<file path="config.mk">
export PLATFORM = sky130hd
export DESIGN_NAME = cmplx_mac_flat
export DESIGN_NICKNAME = d
export VERILOG_FILES = /design/src/rtl/cmplx_mac_if.sv /design/src/rtl/cmplx_mac.sv /design/src/flat_wrapper.sv
export SDC_FILE = /design/constraint.sdc
export NUM_CORES = 2
export LEC_CHECK = 0
export BUFFER_PORTS_ARGS = -buffer_cell sky130_fd_sc_hd__buf_4
export CAP_MARGIN = 20
export CORE_MARGIN = 2
export CORE_UTILIZATION = 30
export CTS_BUF_LIST = sky130_fd_sc_hd__clkbuf_8 sky130_fd_sc_hd__clkbuf_16
export DETAILED_ROUTE_END_ITERATION = 10
export GPL_TIMING_DRIVEN = 0
export PLACE_DENSITY_LB_ADDON = 0.15
export SLEW_MARGIN = 25
export SYNTH_ARGS = -nofsm -noshare
export SYNTH_HDL_FRONTEND = slang
export SYNTH_SLANG_ARGS = --single-unit
</file>
<file path="constraint.sdc">
create_clock -name clk_i -period 32.9 [get_ports clk_i]
set_input_delay 3.29 -clock clk_i [delete_from_list [all_inputs] [get_ports clk_i]]
set_output_delay 3.29 -clock clk_i [all_outputs]
set_load 0.02 [all_outputs]
</file>
<file path="src/rtl/cmplx_mac_if.sv">
// Sample/result bus of the complex multiply-accumulate.
// The master drives samples and receives accumulated results; the slave is the MAC.
interface cmplx_mac_if #(
    parameter int unsigned DATA_W = 18,
    parameter int unsigned LEN_W  = 8
);
    // Result width is derived so that a full-length frame of full-scale samples cannot wrap.
    localparam int unsigned ACC_W = 2 * DATA_W + 1 + LEN_W;

    logic                     valid_i;
    logic                     conj_i;
    logic signed [DATA_W-1:0] data_a_i_i;
    logic signed [DATA_W-1:0] data_a_q_i;
    logic signed [DATA_W-1:0] data_b_i_i;
    logic signed [DATA_W-1:0] data_b_q_i;
    logic        [LEN_W-1:0]  acc_len_i;
    logic                     valid_o;
    logic signed [ACC_W-1:0]  data_i_o;
    logic signed [ACC_W-1:0]  data_q_o;

    modport master (
        output valid_i,
        output conj_i,
        output data_a_i_i,
        output data_a_q_i,
        output data_b_i_i,
        output data_b_q_i,
        output acc_len_i,
        input  valid_o,
        input  data_i_o,
        input  data_q_o
    );

    modport slave (
        input  valid_i,
        input  conj_i,
        input  data_a_i_i,
        input  data_a_q_i,
        input  data_b_i_i,
        input  data_b_q_i,
        input  acc_len_i,
        output valid_o,
        output data_i_o,
        output data_q_o
    );
endinterface

</file>
<file path="src/rtl/cmplx_mac.sv">
// Pipelined complex multiply-accumulate: a*b or a*conj(b) per sample, summing N valid
// products into one exact result. Four stages: input register, products, I/Q sums,
// accumulator/output.
module cmplx_mac #(
    parameter int unsigned DATA_W = 18,
    parameter int unsigned LEN_W  = 8
) (
    input logic        clk_i,
    input logic        arst_i,
    cmplx_mac_if.slave bus
);
    localparam int unsigned PROD_W = 2 * DATA_W + 1;
    localparam int unsigned ACC_W  = PROD_W + LEN_W;

    // ---------------------------------------------------------------- S1: input register
    logic                     s1_valid_q;
    logic                     s1_conj_q;
    logic signed [DATA_W-1:0] s1_a_i_q;
    logic signed [DATA_W-1:0] s1_a_q_q;
    logic signed [DATA_W-1:0] s1_b_i_q;
    logic signed [DATA_W-1:0] s1_b_q_q;

    // Capture the sample, its qualifier and its own conjugate flag.
    always_ff @(posedge clk_i or posedge arst_i) begin
        if (arst_i) begin
            s1_valid_q <= 1'b0;
            s1_conj_q  <= 1'b0;
            s1_a_i_q   <= '0;
            s1_a_q_q   <= '0;
            s1_b_i_q   <= '0;
            s1_b_q_q   <= '0;
        end else begin
            s1_valid_q <= bus.valid_i;
            s1_conj_q  <= bus.conj_i;
            s1_a_i_q   <= bus.data_a_i_i;
            s1_a_q_q   <= bus.data_a_q_i;
            s1_b_i_q   <= bus.data_b_i_i;
            s1_b_q_q   <= bus.data_b_q_i;
        end
    end

    // ---------------------------------------------------------------- S2: products
    logic signed [PROD_W-1:0] ai_x;
    logic signed [PROD_W-1:0] aq_x;
    logic signed [PROD_W-1:0] bi_x;
    logic signed [PROD_W-1:0] bq_x;
    logic signed [PROD_W-1:0] bq_eff;
    logic signed [PROD_W-1:0] p_ii_d;
    logic signed [PROD_W-1:0] p_qq_d;
    logic signed [PROD_W-1:0] p_iq_d;
    logic signed [PROD_W-1:0] p_qi_d;

    // Operands are widened before negation so that -(-2^(DATA_W-1)) stays exact, and before
    // multiplying so every product is formed at full PROD_W precision.
    always_comb begin
        ai_x   = PROD_W'(s1_a_i_q);
        aq_x   = PROD_W'(s1_a_q_q);
        bi_x   = PROD_W'(s1_b_i_q);
        bq_x   = PROD_W'(s1_b_q_q);
        bq_eff = s1_conj_q ? -bq_x : bq_x;
        p_ii_d = ai_x * bi_x;
        p_qq_d = aq_x * bq_eff;
        p_iq_d = ai_x * bq_eff;
        p_qi_d = aq_x * bi_x;
    end

    logic                     s2_valid_q;
    logic signed [PROD_W-1:0] s2_p_ii_q;
    logic signed [PROD_W-1:0] s2_p_qq_q;
    logic signed [PROD_W-1:0] s2_p_iq_q;
    logic signed [PROD_W-1:0] s2_p_qi_q;

    // Register the four partial products.
    always_ff @(posedge clk_i or posedge arst_i) begin
        if (arst_i) begin
            s2_valid_q <= 1'b0;
            s2_p_ii_q  <= '0;
            s2_p_qq_q  <= '0;
            s2_p_iq_q  <= '0;
            s2_p_qi_q  <= '0;
        end else begin
            s2_valid_q <= s1_valid_q;
            s2_p_ii_q  <= p_ii_d;
            s2_p_qq_q  <= p_qq_d;
            s2_p_iq_q  <= p_iq_d;
            s2_p_qi_q  <= p_qi_d;
        end
    end

    // ---------------------------------------------------------------- S3: I/Q sums
    logic                     s3_valid_q;
    logic signed [PROD_W-1:0] s3_sum_i_q;
    logic signed [PROD_W-1:0] s3_sum_q_q;

    // Combine products; conjugation is already folded into the sign of b_q.
    always_ff @(posedge clk_i or posedge arst_i) begin
        if (arst_i) begin
            s3_valid_q <= 1'b0;
            s3_sum_i_q <= '0;
            s3_sum_q_q <= '0;
        end else begin
            s3_valid_q <= s2_valid_q;
            s3_sum_i_q <= s2_p_ii_q - s2_p_qq_q;
            s3_sum_q_q <= s2_p_iq_q + s2_p_qi_q;
        end
    end

    // ---------------------------------------------------------------- S4: accumulator
    logic        [LEN_W-1:0] cnt_q, cnt_d;
    logic        [LEN_W-1:0] len_q, len_d;
    logic        [LEN_W-1:0] len_eff;
    logic signed [ACC_W-1:0] acc_i_q, acc_i_d;
    logic signed [ACC_W-1:0] acc_q_q, acc_q_d;
    logic signed [ACC_W-1:0] sum_i_x;
    logic signed [ACC_W-1:0] sum_q_x;
    logic signed [ACC_W-1:0] out_i_q, out_i_d;
    logic signed [ACC_W-1:0] out_q_q, out_q_d;
    logic                    out_valid_q, out_valid_d;

    // Frame control: the length is taken live at the first sample of a frame and then frozen,
    // so acc_len_i changes only take effect on the next frame.
    always_comb begin
        cnt_d       = cnt_q;
        len_d       = len_q;
        acc_i_d     = acc_i_q;
        acc_q_d     = acc_q_q;
        out_i_d     = out_i_q;
        out_q_d     = out_q_q;
        out_valid_d = 1'b0;
        sum_i_x     = ACC_W'(s3_sum_i_q);
        sum_q_x     = ACC_W'(s3_sum_q_q);

        len_eff = len_q;
        if (cnt_q == '0) begin
            len_eff = (bus.acc_len_i == '0) ? LEN_W'(1) : bus.acc_len_i;
        end

        if (s3_valid_q) begin
            if (cnt_q == '0) begin
                len_d = len_eff;
            end
            if (cnt_q == len_eff - LEN_W'(1)) begin
                // Last sample of the frame: emit and restart.
                out_i_d     = acc_i_q + sum_i_x;
                out_q_d     = acc_q_q + sum_q_x;
                out_valid_d = 1'b1;
                acc_i_d     = '0;
                acc_q_d     = '0;
                cnt_d       = '0;
            end else begin
                acc_i_d = acc_i_q + sum_i_x;
                acc_q_d = acc_q_q + sum_q_x;
                cnt_d   = cnt_q + LEN_W'(1);
            end
        end
    end

    // Accumulator, frame counter, latched length and result registers.
    always_ff @(posedge clk_i or posedge arst_i) begin
        if (arst_i) begin
            cnt_q       <= '0;
            len_q       <= '0;
            acc_i_q     <= '0;
            acc_q_q     <= '0;
            out_i_q     <= '0;
            out_q_q     <= '0;
            out_valid_q <= 1'b0;
        end else begin
            cnt_q       <= cnt_d;
            len_q       <= len_d;
            acc_i_q     <= acc_i_d;
            acc_q_q     <= acc_q_d;
            out_i_q     <= out_i_d;
            out_q_q     <= out_q_d;
            out_valid_q <= out_valid_d;
        end
    end

    assign bus.valid_o  = out_valid_q;
    assign bus.data_i_o = out_i_q;
    assign bus.data_q_o = out_q_q;

endmodule

</file>
<file path="src/flat_wrapper.sv">
// flat-port wrapper written by rule: the top's interface ports become plain ports
module cmplx_mac_flat 
#(
    parameter int unsigned DATA_W = 18,
    parameter int unsigned LEN_W  = 8
)
  (clk_i, arst_i, bus_valid_i, bus_conj_i, bus_data_a_i_i, bus_data_a_q_i, bus_data_b_i_i, bus_data_b_q_i, bus_acc_len_i, bus_valid_o, bus_data_i_o, bus_data_q_o);
  cmplx_mac_if #(.DATA_W(DATA_W), .LEN_W(LEN_W)) bus_i ();
  input logic clk_i;
  input logic arst_i;
  input wire logic [$bits(bus_i.valid_i)-1:0] bus_valid_i;
  input wire logic [$bits(bus_i.conj_i)-1:0] bus_conj_i;
  input wire logic [$bits(bus_i.data_a_i_i)-1:0] bus_data_a_i_i;
  input wire logic [$bits(bus_i.data_a_q_i)-1:0] bus_data_a_q_i;
  input wire logic [$bits(bus_i.data_b_i_i)-1:0] bus_data_b_i_i;
  input wire logic [$bits(bus_i.data_b_q_i)-1:0] bus_data_b_q_i;
  input wire logic [$bits(bus_i.acc_len_i)-1:0] bus_acc_len_i;
  output wire logic [$bits(bus_i.valid_o)-1:0] bus_valid_o;
  output wire logic [$bits(bus_i.data_i_o)-1:0] bus_data_i_o;
  output wire logic [$bits(bus_i.data_q_o)-1:0] bus_data_q_o;
  assign bus_i.valid_i = bus_valid_i;
  assign bus_i.conj_i = bus_conj_i;
  assign bus_i.data_a_i_i = bus_data_a_i_i;
  assign bus_i.data_a_q_i = bus_data_a_q_i;
  assign bus_i.data_b_i_i = bus_data_b_i_i;
  assign bus_i.data_b_q_i = bus_data_b_q_i;
  assign bus_i.acc_len_i = bus_acc_len_i;
  assign bus_valid_o = bus_i.valid_o;
  assign bus_data_i_o = bus_i.data_i_o;
  assign bus_data_q_o = bus_i.data_q_o;
  cmplx_mac #(.DATA_W(DATA_W), .LEN_W(LEN_W)) u_core (.clk_i(clk_i), .arst_i(arst_i), .bus(bus_i));
endmodule
</file>
==> impl_metrics.env <==
export IMPL_syn_area_sq_um=78300
export IMPL_grt_first_pass_wirelength_um=434000
export IMPL_ctsLongestPathBuffers=3
export IMPL_path_clk_slew_ns=0.06
export IMPL_worstMarginPinSlew_ns=1.22
export IMPL_rows=187
export IMPL_rr_worst_depth=30
export IMPL_slew_violations=0
export IMPL_clk_latency_ns=0.73
export IMPL_antenna_left=0
export IMPL_cts_resized=0
export IMPL_crit_type="reg2reg"
export IMPL_drt_iter0_drc=4274
export IMPL_grt_max_degree=89
export IMPL_drtPass1Iterations=5
export IMPL_drive_gt1_share_pct=5.06
export IMPL_r2r_end="u_core.s2_p_qq_q[35]"
export IMPL_synthCells=8419
export IMPL_grt_remaining_overflow=0
export IMPL_cp_end_kind="register"
export IMPL_cts_buffers=66
export IMPL_port_buffers=174
export IMPL_synth_area_per_cell_sq_um=9.31
export IMPL_crit_fanout=10
export IMPL_finalSetupTns_ns=0
export IMPL_num_vias=58700
export IMPL_slowest_stage="nand2_1"
export IMPL_reg2reg_from="u_core.s1_b_q_q[0]"
export IMPL_period_needed_ns=12.43
export IMPL_die_h_um=515
export IMPL_syn2layout_area_growth_pct=10.8
export IMPL_synth_nets=10500
export IMPL_r2r_slack_ns=20.47
export IMPL_dominantRegCellSynth="dfrtp_1"
export IMPL_postCtsSetupRepairBufs=0
export IMPL_viasPerCell=4.81
export IMPL_cts_sinks=493
export IMPL_hpwl_um=252000
export IMPL_synth_cell_types=86
export IMPL_dieArea_sq_um=265000
export IMPL_ys_seq_area_share_pct=15.7
export IMPL_hold_violations=0
export IMPL_final_common_cell="inv_1"
export IMPL_min_path_type="reg2reg"
export IMPL_required_ns=33.17
export IMPL_cts_tree="built"
export IMPL_core_area_sq_um=260000
export IMPL_timing_final_crit_share_pct=37.8
export IMPL_yosysWarnings=0
export IMPL_start_kind="register"
export IMPL_synth_seq_cells=493
export IMPL_root_buffer="clkbuf_16"
export IMPL_fmax_ghz=0.0804
export IMPL_htreeDepth=3
export IMPL_initial_core_util_pct=30.2
export IMPL_pin_count=175
export IMPL_wl_um=299000
export IMPL_place_congestion=0.929
export IMPL_crit_arrival_ns=12.70
export IMPL_synthArstFlopShare_pct=100
export IMPL_rsz0062_at_grt="no"
export IMPL_synth_edf_count=0
export IMPL_min_from="u_core.s1_valid_q"
export IMPL_cap_violations=0
export IMPL_most_common_layout_cells="inv_1 (1950), fa_1 (1488), nand2_1 (1042), and2_1 (638), ha_1 (558)"
export IMPL_crit_path_frequent_cell="fa_1"
export IMPL_finalSetupViolCount=0
export IMPL_status="completed"
export IMPL_crit_start="u_core.s1_b_q_q[0]"
export IMPL_skew_ns=0.0669
export IMPL_antenna_found_initial=68
export IMPL_wire_per_inst_um=24.5
export IMPL_slew_headroom_pct=18.4
export IMPL_route_detailed_drc=0
export IMPL_fin_nets=10800
export IMPL_grt_pass1_vias=62800
export IMPL_hold_path_end="u_core.s2_valid_q"
export IMPL_postCtsHoldBufs=0
export IMPL_track_usage_pct=22.8
export IMPL_critPathMaxStageDelay_ns=0.80
export IMPL_holdPathStages=0
export IMPL_fp_dieW_um=515
Yosys cell counts (78+ instances only):
cell / n / area [sq um]
inv_1: 1944 / 7300
fa_1: 1488 / 29800
nand2_1: 1042 / 3910
and2_1: 638 / 3990
ha_1: 558 / 6980
dfrtp_1: 493 / 12300
clkbuf_1: 318 / 1190
xnor2_1: 268 / 2350
a21oi_1: 224 / 1120
nor2_1: 213 / 800
o21ai_0: 200 / 1000
a21o_1: 124 / 931
nand2b_1: 78 / 488
worst max path at each step:
stage | endpoint | slack [ns] | depth (start not counted)
after global routing | u_core.s2_p_qq_q[35] | 20.05 | 30
after floorplan | u_core.acc_i_q[0] | 15.85 | 1
after detailed placement | u_core.s2_p_qq_q[35] | 20.61 | 30
final | u_core.s2_p_qq_q[35] | 20.47 | 30
after global placement | u_core.s1_b_i_q[11] | 9.07 | 2
after CTS | u_core.s2_p_qq_q[35] | 20.55 | 30
area by class of cell:
cell class / count / area, sq um
fill: 27100 / 173000
multi-input combinational: 5627 / 57500
sequential: 493 / 12300
inverter: 1947 / 7320
tap: 3402 / 4260
clock buffer: 73 / 1750
timing repair buffer: 191 / 1590
buffer: 352 / 1420
clock inverter: 45 / 484
antenna: 63 / 158
sequential cells by signal, summed over array words and instances, names as in the netlist, 8 cells and up:
| name | count |
|---|---|
| u_core.s3_sum_i_q | 37 |
| u_core.cnt_q | 8 |
| u_core.s2_p_ii_q | 36 |
| u_core.acc_i_q | 45 |
| u_core.s1_a_i_q | 18 |
| u_core.s3_sum_q_q | 37 |
| u_core.s1_a_q_q | 18 |
| u_core.s1_b_q_q | 18 |
| u_core.bus.data_i_o | 45 |
| u_core.bus.data_q_o | 45 |
| u_core.s2_p_qi_q | 36 |
| u_core.s1_b_i_q | 18 |
| u_core.s2_p_iq_q | 37 |
| u_core.s2_p_qq_q | 37 |
| u_core.len_q | 8 |
| u_core.acc_q_q | 45 |
critical path: cells and delay by family, from the launching register on:
kind,cells,cell delay (ns)
compound gates,4,1.68
fa+ha+maj,8,3.58
buf+inv,7,2.01
flops,1,0.77
simple gates,11,3.89
per-layer routing:
layer / up-vias / global-route usage [%] / wire length [um]
li1: 26000 / - / -
met1: 30300 / 28.8 / 124000
met2: 1916 / 37.7 / 141000
met3: 494 / 4.55 / 20600
met4: 18 / 9.92 / 13800
met5: - / 0 / 119
through the flow:
| step | hold slack [ns] | instance area, sq um | setup WS, ns | util, % | cells |
|---|---|---|---|---|---|
| floorplan | 0.331 | 78300 | 15.85 | - | 8419 |
| global placement | 0.345 | 83900 | 9.07 | 32.3 | 12000 |
| detailed placement | 0.338 | 84400 | 20.61 | 32.5 | 12000 |
| CTS | 0.361 | 86600 | 20.55 | 33.3 | 12100 |
| global route | 0.364 | 86800 | 20.05 | 33.4 | 12200 |
| finish | 0.357 | 86800 | 20.47 | 33.4 | 12200 |
kinds of logic (layout without fill, tap and decap cells):
logic type,count (synthesis),in the layout,share of synthesized area [%]
AO/OA/AOI/OAI,921,921,7.83
XOR/XNOR,345,345,3.86
adder cells (fa/ha/maj),2046,2046,46.9
buffers and inverters,2299,2608,11.1
flip-flops,493,493,15.7
multiplexers,26,26,0.359
other,0,63,0
AND/OR/NAND/NOR,2289,2289,14.2
Power is not shown: default switching activity piles up to over one toggle a cycle in this logic, so the estimate is an artifact.
